### config.mk
export PLATFORM = sky130hd
export DESIGN_NAME = ex_stage
export DESIGN_NICKNAME = d
export VERILOG_FILES = /design/src/rtl/pipe_pkg.sv /design/src/rtl/ex_mul_unit.sv /design/src/rtl/ex_stage.sv
export SDC_FILE = /design/constraint.sdc
export NUM_CORES = 1
export LEC_CHECK = 0
export ABC_AREA = 1
export CORE_ASPECT_RATIO = 1.2
export CORE_MARGIN = 1
export CORE_UTILIZATION = 60
export DETAILED_ROUTE_END_ITERATION = 12
export GPL_TIMING_DRIVEN = 0
export PLACE_DENSITY_LB_ADDON = 0.15
export SLEW_MARGIN = 20
export SYNTH_ARGS = -nofsm -noshare
export SYNTH_HDL_FRONTEND = slang
export SYNTH_HIERARCHICAL = 1
export SYNTH_SLANG_ARGS = --single-unit
export TNS_END_PERCENT = 10
### constraint.sdc
create_clock -name clk -period 11.1 [get_ports clk]
set_clock_uncertainty 0.1 [all_clocks]
set_input_delay 2.775 -clock clk [delete_from_list [all_inputs] [get_ports clk]]
set_output_delay 2.775 -clock clk [all_outputs]
set_load 0.005 [all_outputs]
### src/rtl/pipe_pkg.sv
// Shared constants, ALU opcodes and multiplier state encoding for the 8-bit pipeline.
package pipe_pkg;
  localparam int DATA_W     = 8;
  localparam int REG_W      = 3;
  localparam int PC_W       = 8;
  localparam int MUL_CYCLES = DATA_W;

  localparam logic [2:0] ALU_ADD = 3'b000;
  localparam logic [2:0] ALU_SUB = 3'b001;
  localparam logic [2:0] ALU_AND = 3'b010;
  localparam logic [2:0] ALU_OR  = 3'b011;
  localparam logic [2:0] ALU_XOR = 3'b100;
  localparam logic [2:0] ALU_SLL = 3'b101;
  localparam logic [2:0] ALU_SRL = 3'b110;
  localparam logic [2:0] ALU_MUL = 3'b111;

  typedef enum logic [1:0] {
    IDLE = 2'd0,
    BUSY = 2'd1,
    DONE = 2'd2
  } mul_state_e;
endpackage

### src/rtl/ex_mul_unit.sv
// Shift-add multiplier: captures operands in E0, iterates MUL_CYCLES times, presents the
// low DATA_W bits of the product for one DONE cycle. A flush returns it to IDLE.
module ex_mul_unit #(
  parameter int DATA_W     = pipe_pkg::DATA_W,
  parameter int MUL_CYCLES = pipe_pkg::MUL_CYCLES
) (
  input  logic              clk,
  input  logic              reset,
  input  logic              start,
  input  logic              flush,
  input  logic [DATA_W-1:0] a,
  input  logic [DATA_W-1:0] b,
  output logic              busy,
  output logic              done,
  output logic [DATA_W-1:0] product
);
  import pipe_pkg::*;

  localparam int CNT_W = (MUL_CYCLES > 1) ? $clog2(MUL_CYCLES) : 1;
  localparam logic [CNT_W-1:0] LAST = CNT_W'(MUL_CYCLES - 1);

  mul_state_e        state_q, state_d;
  logic [DATA_W-1:0] mcand_q, mcand_d;
  logic [DATA_W-1:0] mplier_q, mplier_d;
  logic [DATA_W-1:0] acc_q, acc_d;
  logic [CNT_W-1:0]  cnt_q, cnt_d;

  // Next-state and datapath update; the forwarded operands are only sampled in IDLE.
  always_comb begin
    state_d  = state_q;
    mcand_d  = mcand_q;
    mplier_d = mplier_q;
    acc_d    = acc_q;
    cnt_d    = cnt_q;
    busy     = 1'b0;
    done     = 1'b0;
    case (state_q)
      IDLE: begin
        if (start) begin
          busy     = 1'b1;
          mcand_d  = a;
          mplier_d = b;
          acc_d    = '0;
          cnt_d    = '0;
          state_d  = BUSY;
        end
      end
      BUSY: begin
        busy = 1'b1;
        if (mplier_q[0]) acc_d = acc_q + mcand_q;
        mcand_d  = mcand_q << 1;
        mplier_d = mplier_q >> 1;
        cnt_d    = cnt_q + 1'b1;
        if (cnt_q == LAST) state_d = DONE;
      end
      DONE: begin
        done    = 1'b1;
        state_d = IDLE;
      end
      default: state_d = IDLE;
    endcase
    if (flush) begin
      state_d = IDLE;
      cnt_d   = '0;
    end
  end

  assign product = acc_q;

  // State and datapath registers.
  always_ff @(posedge clk) begin
    if (reset) begin
      state_q  <= IDLE;
      mcand_q  <= '0;
      mplier_q <= '0;
      acc_q    <= '0;
      cnt_q    <= '0;
    end else begin
      state_q  <= state_d;
      mcand_q  <= mcand_d;
      mplier_q <= mplier_d;
      acc_q    <= acc_d;
      cnt_q    <= cnt_d;
    end
  end
endmodule

### src/rtl/ex_stage.sv
// Execute stage: ID/EX latch, WB->EX operand forwarding, single-cycle ALU and a
// stalling multi-cycle multiplier. Outputs are combinational from the latch and multiplier.
module ex_stage #(
  parameter int DATA_W     = pipe_pkg::DATA_W,
  parameter int REG_W      = pipe_pkg::REG_W,
  parameter int MUL_CYCLES = pipe_pkg::MUL_CYCLES
) (
  input  logic                   clk,
  input  logic                   reset,
  input  logic                   Flush_EX,
  input  logic [pipe_pkg::PC_W-1:0] PC_ID,
  input  logic                   RegWrite_ID,
  input  logic [2:0]             ALUOp_ID,
  input  logic [DATA_W-1:0]      ReadData1_ID,
  input  logic [DATA_W-1:0]      ReadData2_ID,
  input  logic [REG_W-1:0]       Read_Reg1_ID,
  input  logic [REG_W-1:0]       Read_Reg2_ID,
  input  logic [REG_W-1:0]       Write_Reg_ID,
  input  logic                   RegWrite_WB,
  input  logic [REG_W-1:0]       Write_Reg_WB,
  input  logic [DATA_W-1:0]      Result_WB,
  output logic [pipe_pkg::PC_W-1:0] PC_EX,
  output logic                   RegWrite_EX,
  output logic [DATA_W-1:0]      Result_EX,
  output logic [REG_W-1:0]       Write_Reg_EX,
  output logic                   Stall_EX
);
  import pipe_pkg::*;

  localparam int SH_W = (DATA_W > 1) ? $clog2(DATA_W) : 1;

  logic [PC_W-1:0]   pc_q, pc_d;
  logic              rw_q, rw_d;
  logic [2:0]        op_q, op_d;
  logic [DATA_W-1:0] rd1_q, rd1_d, rd2_q, rd2_d;
  logic [REG_W-1:0]  rs1_q, rs1_d, rs2_q, rs2_d, wr_q, wr_d;

  logic [DATA_W-1:0] op_a, op_b, alu_res, mul_product;
  logic              mul_busy, mul_done;

  // Latch update: flush loads a bubble, a stall holds, otherwise take the ID instruction.
  always_comb begin
    pc_d  = pc_q;
    rw_d  = rw_q;
    op_d  = op_q;
    rd1_d = rd1_q;
    rd2_d = rd2_q;
    rs1_d = rs1_q;
    rs2_d = rs2_q;
    wr_d  = wr_q;
    if (Flush_EX) begin
      pc_d  = '0;
      rw_d  = 1'b0;
      op_d  = ALU_ADD;
      rd1_d = '0;
      rd2_d = '0;
      rs1_d = '0;
      rs2_d = '0;
      wr_d  = '0;
    end else if (!Stall_EX) begin
      pc_d  = PC_ID;
      rw_d  = RegWrite_ID;
      op_d  = ALUOp_ID;
      rd1_d = ReadData1_ID;
      rd2_d = ReadData2_ID;
      rs1_d = Read_Reg1_ID;
      rs2_d = Read_Reg2_ID;
      wr_d  = Write_Reg_ID;
    end
  end

  // ID/EX latch; reset leaves an ADD bubble so the outputs read as zero.
  always_ff @(posedge clk) begin
    if (reset) begin
      pc_q  <= '0;
      rw_q  <= 1'b0;
      op_q  <= ALU_ADD;
      rd1_q <= '0;
      rd2_q <= '0;
      rs1_q <= '0;
      rs2_q <= '0;
      wr_q  <= '0;
    end else begin
      pc_q  <= pc_d;
      rw_q  <= rw_d;
      op_q  <= op_d;
      rd1_q <= rd1_d;
      rd2_q <= rd2_d;
      rs1_q <= rs1_d;
      rs2_q <= rs2_d;
      wr_q  <= wr_d;
    end
  end

  // Forward the WB result onto stale operands; R0 is not special.
  assign op_a = (RegWrite_WB && (Write_Reg_WB == rs1_q)) ? Result_WB : rd1_q;
  assign op_b = (RegWrite_WB && (Write_Reg_WB == rs2_q)) ? Result_WB : rd2_q;

  ex_mul_unit #(
    .DATA_W    (DATA_W),
    .MUL_CYCLES(MUL_CYCLES)
  ) u_mul (
    .clk    (clk),
    .reset  (reset),
    .start  (op_q == ALU_MUL),
    .flush  (Flush_EX),
    .a      (op_a),
    .b      (op_b),
    .busy   (mul_busy),
    .done   (mul_done),
    .product(mul_product)
  );

  // Single-cycle ALU; MUL selects the multiplier accumulator.
  always_comb begin
    alu_res = '0;
    case (op_q)
      ALU_ADD: alu_res = op_a + op_b;
      ALU_SUB: alu_res = op_a - op_b;
      ALU_AND: alu_res = op_a & op_b;
      ALU_OR:  alu_res = op_a | op_b;
      ALU_XOR: alu_res = op_a ^ op_b;
      ALU_SLL: alu_res = op_a << op_b[SH_W-1:0];
      ALU_SRL: alu_res = op_a >> op_b[SH_W-1:0];
      ALU_MUL: alu_res = mul_product;
    endcase
  end

  assign Stall_EX     = mul_busy;
  assign RegWrite_EX  = rw_q && ((op_q != ALU_MUL) || mul_done);
  assign Result_EX    = alu_res;
  assign PC_EX        = pc_q;
  assign Write_Reg_EX = wr_q;
endmodule

==> results of run 1 <==
-- synthesized netlist by cell type, drive strengths merged --
master	number	share of area
a21oi	53	0.055
a21boi	1	0.0015
a221oi	2	0.0036
clkbuf	12	0.0091
xnor2	3	0.0053
nand3b	3	0.0071
nand2	253	0.21
a211oi	23	0.035
o2111ai	4	0.0071
nand3	44	0.051
buf	16	0.035
clkinv	1	0.00076
o211ai	1	0.0015
or2	3	0.0038
nand4	3	0.0038
fa	2	0.0081
dfxtp	66	0.27
nor3	7	0.0081
ha	30	0.076
nor2	58	0.053
xor2	7	0.012
a31oi	9	0.011
inv	80	0.063
o211a	1	0.0020
o21ai	54	0.064
-- critical path: cells and delay by family --
| family | cells | cell delay (ps) |
|---|---|---|
| compound gates | 3 | 430 |
| fa+ha+maj | 1 | 340 |
| buf+inv | 4 | 1280 |
| simple gates | 15 | 1520 |
-- per-layer routing --
metal,track usage,wire length (µm)
met5,0,0
met3,0.0668,977
met4,0.155,528
met2,0.613,6950
met1,0.413,5840
-- flip-flops by register name (all words and copies together), names as in the netlist, 8 cells and up --
register	flops
PC_EX	8
u_mul/mplier_q	8
u_mul/product	8
rd2_q	8
rd1_q	8
u_mul/mcand_q	8
-- area by class of cell --
cell class / instances / share of cell area
multi-input combinational: 561 / 0.516
timing repair buffer: 72 / 0.121
sequential: 66 / 0.222
inverter: 81 / 0.0523
clock buffer: 10 / 0.0231
clock inverter: 5 / 0.0105
tap: 92 / 0.0193
buffer: 28 / 0.0363
-- power groups by stage --
stage	Combinational, µW	Sequential, µW	Clock [µW]
4_1_cts	184	246	213
3_3_place_gp	178	251	0
3_5_place_dp	182	251	0
5_1_grt	204	246	226
6_report	186	246	213
2_1_floorplan	111	250	0
-- through the flow --
stage	std cells	power, µW	hold slack [ps]
final	915	645	358
after global routing	915	676	387
after floorplan	736	361	325
after CTS	915	642	355
after global placement	900	429	334
after detailed placement	900	433	345
-- worst max path at each step --
stage,cells past startpoint,to
6_report,23,Result_EX[7]
5_1_grt,23,Result_EX[7]
4_1_cts,19,Result_EX[6]
3_5_place_dp,19,Result_EX[6]
3_3_place_gp,19,Result_EX[6]
2_1_floorplan,20,Result_EX[7]
-- logic make-up after synthesis --
| logic type | after synthesis |
|---|---|
| AO/OA/AOI/OAI | 148 |
| XOR/XNOR | 10 |
| adder cells (fa/ha/maj) | 32 |
| buffers and inverters | 109 |
| flip-flops | 66 |
| AND/OR/NAND/NOR | 371 |
==> results.tsv, run 1 <==
metric	value	unit
status	finished with violations	
violated checks	design-rule violations	
Sw Share	0.324	
placed wire-length estimate	10900	µm
Rows	35	
Root Buffer	clkbuf_8	
setup_tns	0	ps
Net Count, Synth	820	
clock buffer depth	2	
max frequency	108	MHz
P_leak	0.00274	µW
vias	5201	
Syn Inst Count	736	
Worst setup SP type	primary input	
CTS Buf Count	9	
Synth Area in Adders	0.0844	
core area	7790	µm²
FF/Latch Area	1320	µm²
area of the multi-input gates	3070	µm²
Worst Setup End Kind	primary output	
CP Data Arrival Time	6350	ps
largest family of logic cells by synthesized area	simple AND/OR/NAND/NOR gates	
Area Overhead vs Synth	21.0	%
CP Class	in2out	
Finish-stage setup viols	0	
Routed Antenna Nets	0	
worst path required time	8230	ps
Post-Route WL	14300	µm
crit share post-route	0.831	
commonest non-fill, non-tap cell in the layout	nand2_1	
Antenna Diode Count	0	
initial antenna violation count	0	
max-cap viol count	0	
first-pass GRT wire length	23500	µm
commonest non-fill, non-tap cells in the layout	nand2_1, clkdlybuf4s50_1, inv_1	
combinational cell fraction of total power	0.289	
Fill cells	607	
nets	903	
Sw Pwr	209	µW
post-route minimum period	9220	ps
die width	84.7	µm
CP Cell Sequence	clkdlybuf4s50_1 > inv_2 > nand2_2 > nand2_2 > nor2_8 > nand3b_1 > nand2_2 > inv_2 > nor2_2 > nand3_1 > o21ai_0 > a31oi_1 > ha_1 > nand2_1 > nor2_1 > nor2_1 > nand2_1 > a21oi_2 > nand3_1 > nand2_1 > nand2_1 > nand2_1 > clkdlybuf4s50_1	
min setup slack post-route	1880	ps
CTS sink count	66	
max_slew headroom	0.382	
I/O Pins	73	
Resized Gates After CTS	0	
share of layout cells above drive strength 1	0.109	
post-CTS setup buffer count	0	
FF-to-FF path depth	9	
Hold Path Origin	u_mul/mplier_q[1]	
hold_buf cts	0	
utilization after layout	0.765	
RSZ-0062 raised after global routing	no	
dpl ws	1990	ps
gr usage total	0.348	
worst setup path start	Write_Reg_WB[2]	
worst-path fanout max	9	
Synth Area in Compound Gates	0.182	
clock-pin transition on the worst setup and hold timing paths	90	ps
CP max stage delay	530	ps
Mean Syn Cell Area	6.69	µm²
Worst Hold Depth	2	
end of the worst hold path	u_mul/mplier_q[1]	
worst flop-to-flop path startpoint	op_q[0]	
dpl cell area	5760	µm²
Routability Congestion	0.961	
latest clock arrival within the worst-skew pair	360	ps
critical path's slowest cell	clkdlybuf4s50_1	
first-iteration detailed-routing DRC count	395	
Syn Std Cell Area	4920	µm²
Post-Synth XOR/XNOR Area	0.0178	
Seq pwr share	0.381	
warnings from Yosys	6	
Seq cells post-synth	66	
Power Density	108	nW/µm²
IO buf count	72	
H-tree Lvls	3	
via/cell ratio	5.68	
largest net degree at the start of global routing	13	
most frequent CP cell	nand2_1	
1st-pass router iterations	9	
clock share of power	0.330	
final max-slew violation count	0	
worst slew pin tran	919	ps
drt drc	2	
Finished Cell Area	5960	µm²
flop2flop setup slack	8070	ps
HP Class	reg2reg	
die height	101	µm
drt wl/cell	15.6	µm
multiplexer share of the synthesized area	0	
clock tree from TritonCTS	built	
number of global-route vias before repair	4994	
reg2reg end	rd1_q[4]	
Distinct cells, synth	44	
maximum vdd ir drop	0.0000807	V
Pint	436	µW
Simple-Gate Fraction of Synth Area	0.341	
initial core utilization	0.632	
sequential area share after synthesis	0.268	
total die area	8570	µm²
endpoints failing hold	0	
global route total overflow	0	
No activity file was read; power rests on OpenSTA's default activity.
==> inputs of run 2 (changes only) <==
--- a/config.mk
+++ b/config.mk
@@ -8,7 +8,7 @@
 export ABC_AREA = 1
 export CORE_ASPECT_RATIO = 1.2
 export CORE_MARGIN = 1
-export CORE_UTILIZATION = 60
+export CORE_UTILIZATION = 50
 export DETAILED_ROUTE_END_ITERATION = 12
 export GPL_TIMING_DRIVEN = 0
 export PLACE_DENSITY_LB_ADDON = 0.15
==> constraint.sdc (replaced) <==
create_clock -name clk -period 8.06 [get_ports clk]
set_clock_uncertainty 0.1 [all_clocks]
set_input_delay 2.015 -clock clk [delete_from_list [all_inputs] [get_ports clk]]
set_output_delay 2.015 -clock clk [all_outputs]
set_load 0.005 [all_outputs]
==> results.tsv, run 2 (same netlist as run 1, synthesis figures left out) <==
metric	value	unit	change
nets	903		unchanged
drt wl/cell	15.3	µm	was 15.6 µm
Power Density	154	nW/µm²	was 108 nW/µm²
maximum vdd ir drop	0.000107	V	was 0.0000807 V
initial antenna violation count	0		unchanged
Sw Pwr	279	µW	was 209 µW
worst path required time	5950	ps	was 8230 ps
total die area	10200	µm²	was 8570 µm²
largest net degree at the start of global routing	12		was 13
Pint	651	µW	was 436 µW
core area	9560	µm²	was 7790 µm²
max_slew headroom	0.335		was 0.382
clock buffer depth	2		unchanged
IO buf count	72		unchanged
H-tree Lvls	3		unchanged
post-route minimum period	7700	ps	
endpoints failing hold	0		unchanged
CTS sink count	66		unchanged
first-iteration detailed-routing DRC count	282		was 395
CP bufs+invs	5		was 4
initial core utilization	0.515		was 0.632
Finish-stage setup viols	0		unchanged
clock share of power	0.361		was 0.330
I/O Pins	73		unchanged
global-route met2 utilization	0.518		was 0.613
combinational cell fraction of total power	0.275		was 0.289
Resized Gates After CTS	0		unchanged
clock-pin transition on the worst setup and hold timing paths	60	ps	was 90 ps
CTS Buf Count	9		unchanged
CP Cell Sequence	clkdlybuf4s50_1 > inv_1 > nand2_1 > nand2_2 > nor2_4 > buf_6 > nand3b_4 > nand2_4 > buf_4 > xor2_1 > fa_1 > o21ai_0 > a21oi_1 > nor2_1 > nor2_1 > xnor2_1 > nand2_1 > nand4_1 > clkdlybuf4s50_1		was clkdlybuf4s50_1 > inv_2 > nand2_2 > nand2_2 > nor2_8 > nand3b_1 > nand2_2 > inv_2 > nor2_2 > nand3_1 > o21ai_0 > a31oi_1 > ha_1 > nand2_1 > nor2_1 > nor2_1 > nand2_1 > a21oi_2 > nand3_1 > nand2_1 > nand2_1 > nand2_1 > clkdlybuf4s50_1
GR peak layer	met2		unchanged
placed wire-length estimate	11300	µm	was 10900 µm
Seq pwr share	0.364		was 0.381
Sw Share	0.300		was 0.324
via/cell ratio	5.37		was 5.68
met1 Use GR	0.365		was 0.413
Routability Congestion	0.967		was 0.961
worst slew pin tran	989	ps	was 919 ps
Fill cells	920		was 607
max-cap viol count	0		unchanged
number of global-route vias before repair	5057		was 4994
max frequency	130	MHz	
1st-pass router iterations	5		was 9
die width	92.6	µm	was 84.7 µm
die height	111	µm	was 101 µm
setup_tns	0	ps	unchanged
met3 usage in global routing	0.0398		was 0.0668
critical path's slowest cell	clkdlybuf4s50_1		unchanged
Post-Route WL	14400	µm	was 14300 µm
commonest non-fill, non-tap cell in the layout	nand2_1		unchanged
hold_buf cts	0		unchanged
share of layout cells above drive strength 1	0.106		was 0.109
Worst setup SP type	primary input		unchanged
clock tree from TritonCTS	built		unchanged
HP Class	reg2reg		unchanged
Root Buffer	clkbuf_16		was clkbuf_8
drt drc	0		was 2
Area Overhead vs Synth	22.8	%	was 21.0%
CP max stage delay	500	ps	was 530 ps
CP Class	in2out		unchanged
latest clock arrival within the worst-skew pair	320	ps	was 360 ps
final max-slew violation count	0		unchanged
RSZ-0062 raised after global routing	no		unchanged
P_leak	0.00276	µW	was 0.00274 µW
commonest non-fill, non-tap cells in the layout	nand2_1, clkdlybuf4s50_1, inv_1		unchanged
crit share post-route	0.956		
Worst Setup End Kind	primary output		unchanged
vias	5069		was 5201
utilization after layout	0.632		was 0.765
post-CTS setup buffer count	0		unchanged
Routed Antenna Nets	0		unchanged
global route total overflow	0		unchanged
worst-path fanout max	10		was 9
WHS	350	ps	was 358 ps
status	finished clean		was finished with violations
Rows	39		was 35
Crit path max-delay family	buffers and inverters		was simple AND/OR/NAND/NOR gates
first-pass GRT wire length	24200	µm	was 23500 µm
gr usage total	0.299		was 0.348
CP Data Arrival Time	5590	ps	was 6350 ps
Antenna Diode Count	0		unchanged
==> run 2: path summary, 6_finish.rpt <==
| kind | from | end | slack (ps) | cells past startpoint |
|---|---|---|---|---|
| max reg2reg | op_q[0] | rd2_q[5] | 4950 | 9 |
| min reg2reg | u_mul/mplier_q[1] | u_mul/mplier_q[1] | 350 | 2 |
| min | u_mul/mplier_q[1] | u_mul/mplier_q[1] | 350 | 2 |
| max | Write_Reg_WB[1] | Result_EX[6] | 360 | 19 |
==> run 2: power by group through the flow <==
stage / Combinational [µW] / Sequential [µW] / Clock (µW)
after floorplan: 152 / 345 / 0
after global placement: 250 / 345 / 0
after detailed placement: 253 / 346 / 0
after CTS: 254 / 339 / 341
after global routing: 283 / 340 / 357
final: 255 / 339 / 336
==> run 2: routing by layer <==
metal,part of all wire,vias to the layer above
met1,0.43,2323
met3,0.041,29
met2,0.50,154
met5,0,-
li1,-,2563
met4,0.030,0
==> run 2: layout make-up <==
cell class,instances,area (µm²),area share
Clock inverter,3,20.0,0.00331
Sequential cell,66,1320,0.218
Tap cell,123,154,0.0255
Inverter,81,312,0.0515
Clock buffer,10,229,0.0379
Timing Repair Buffer,72,721,0.119
Buffer,28,216,0.0358
Multi-Input combinational cell,561,3070,0.508
==> run 2: worst register-to-register path, delay by kind of cell (launching register included) <==
| kind | cells | cell delay, ps |
|---|---|---|
| buf+inv | 5 | 1240 |
| simple gates | 3 | 1100 |
| flops | 1 | 390 |
| compound gates | 1 | 140 |
==> run 2: stage by stage <==
step	total power, µW	area (µm²)	setup slack (ps)	std cells
global route	980	6050	158	944
global placement	595	5800	446	931
finish	930	6050	357	944
CTS	934	6050	400	944
floorplan	497	4920	1830	736
detailed placement	598	5800	407	931
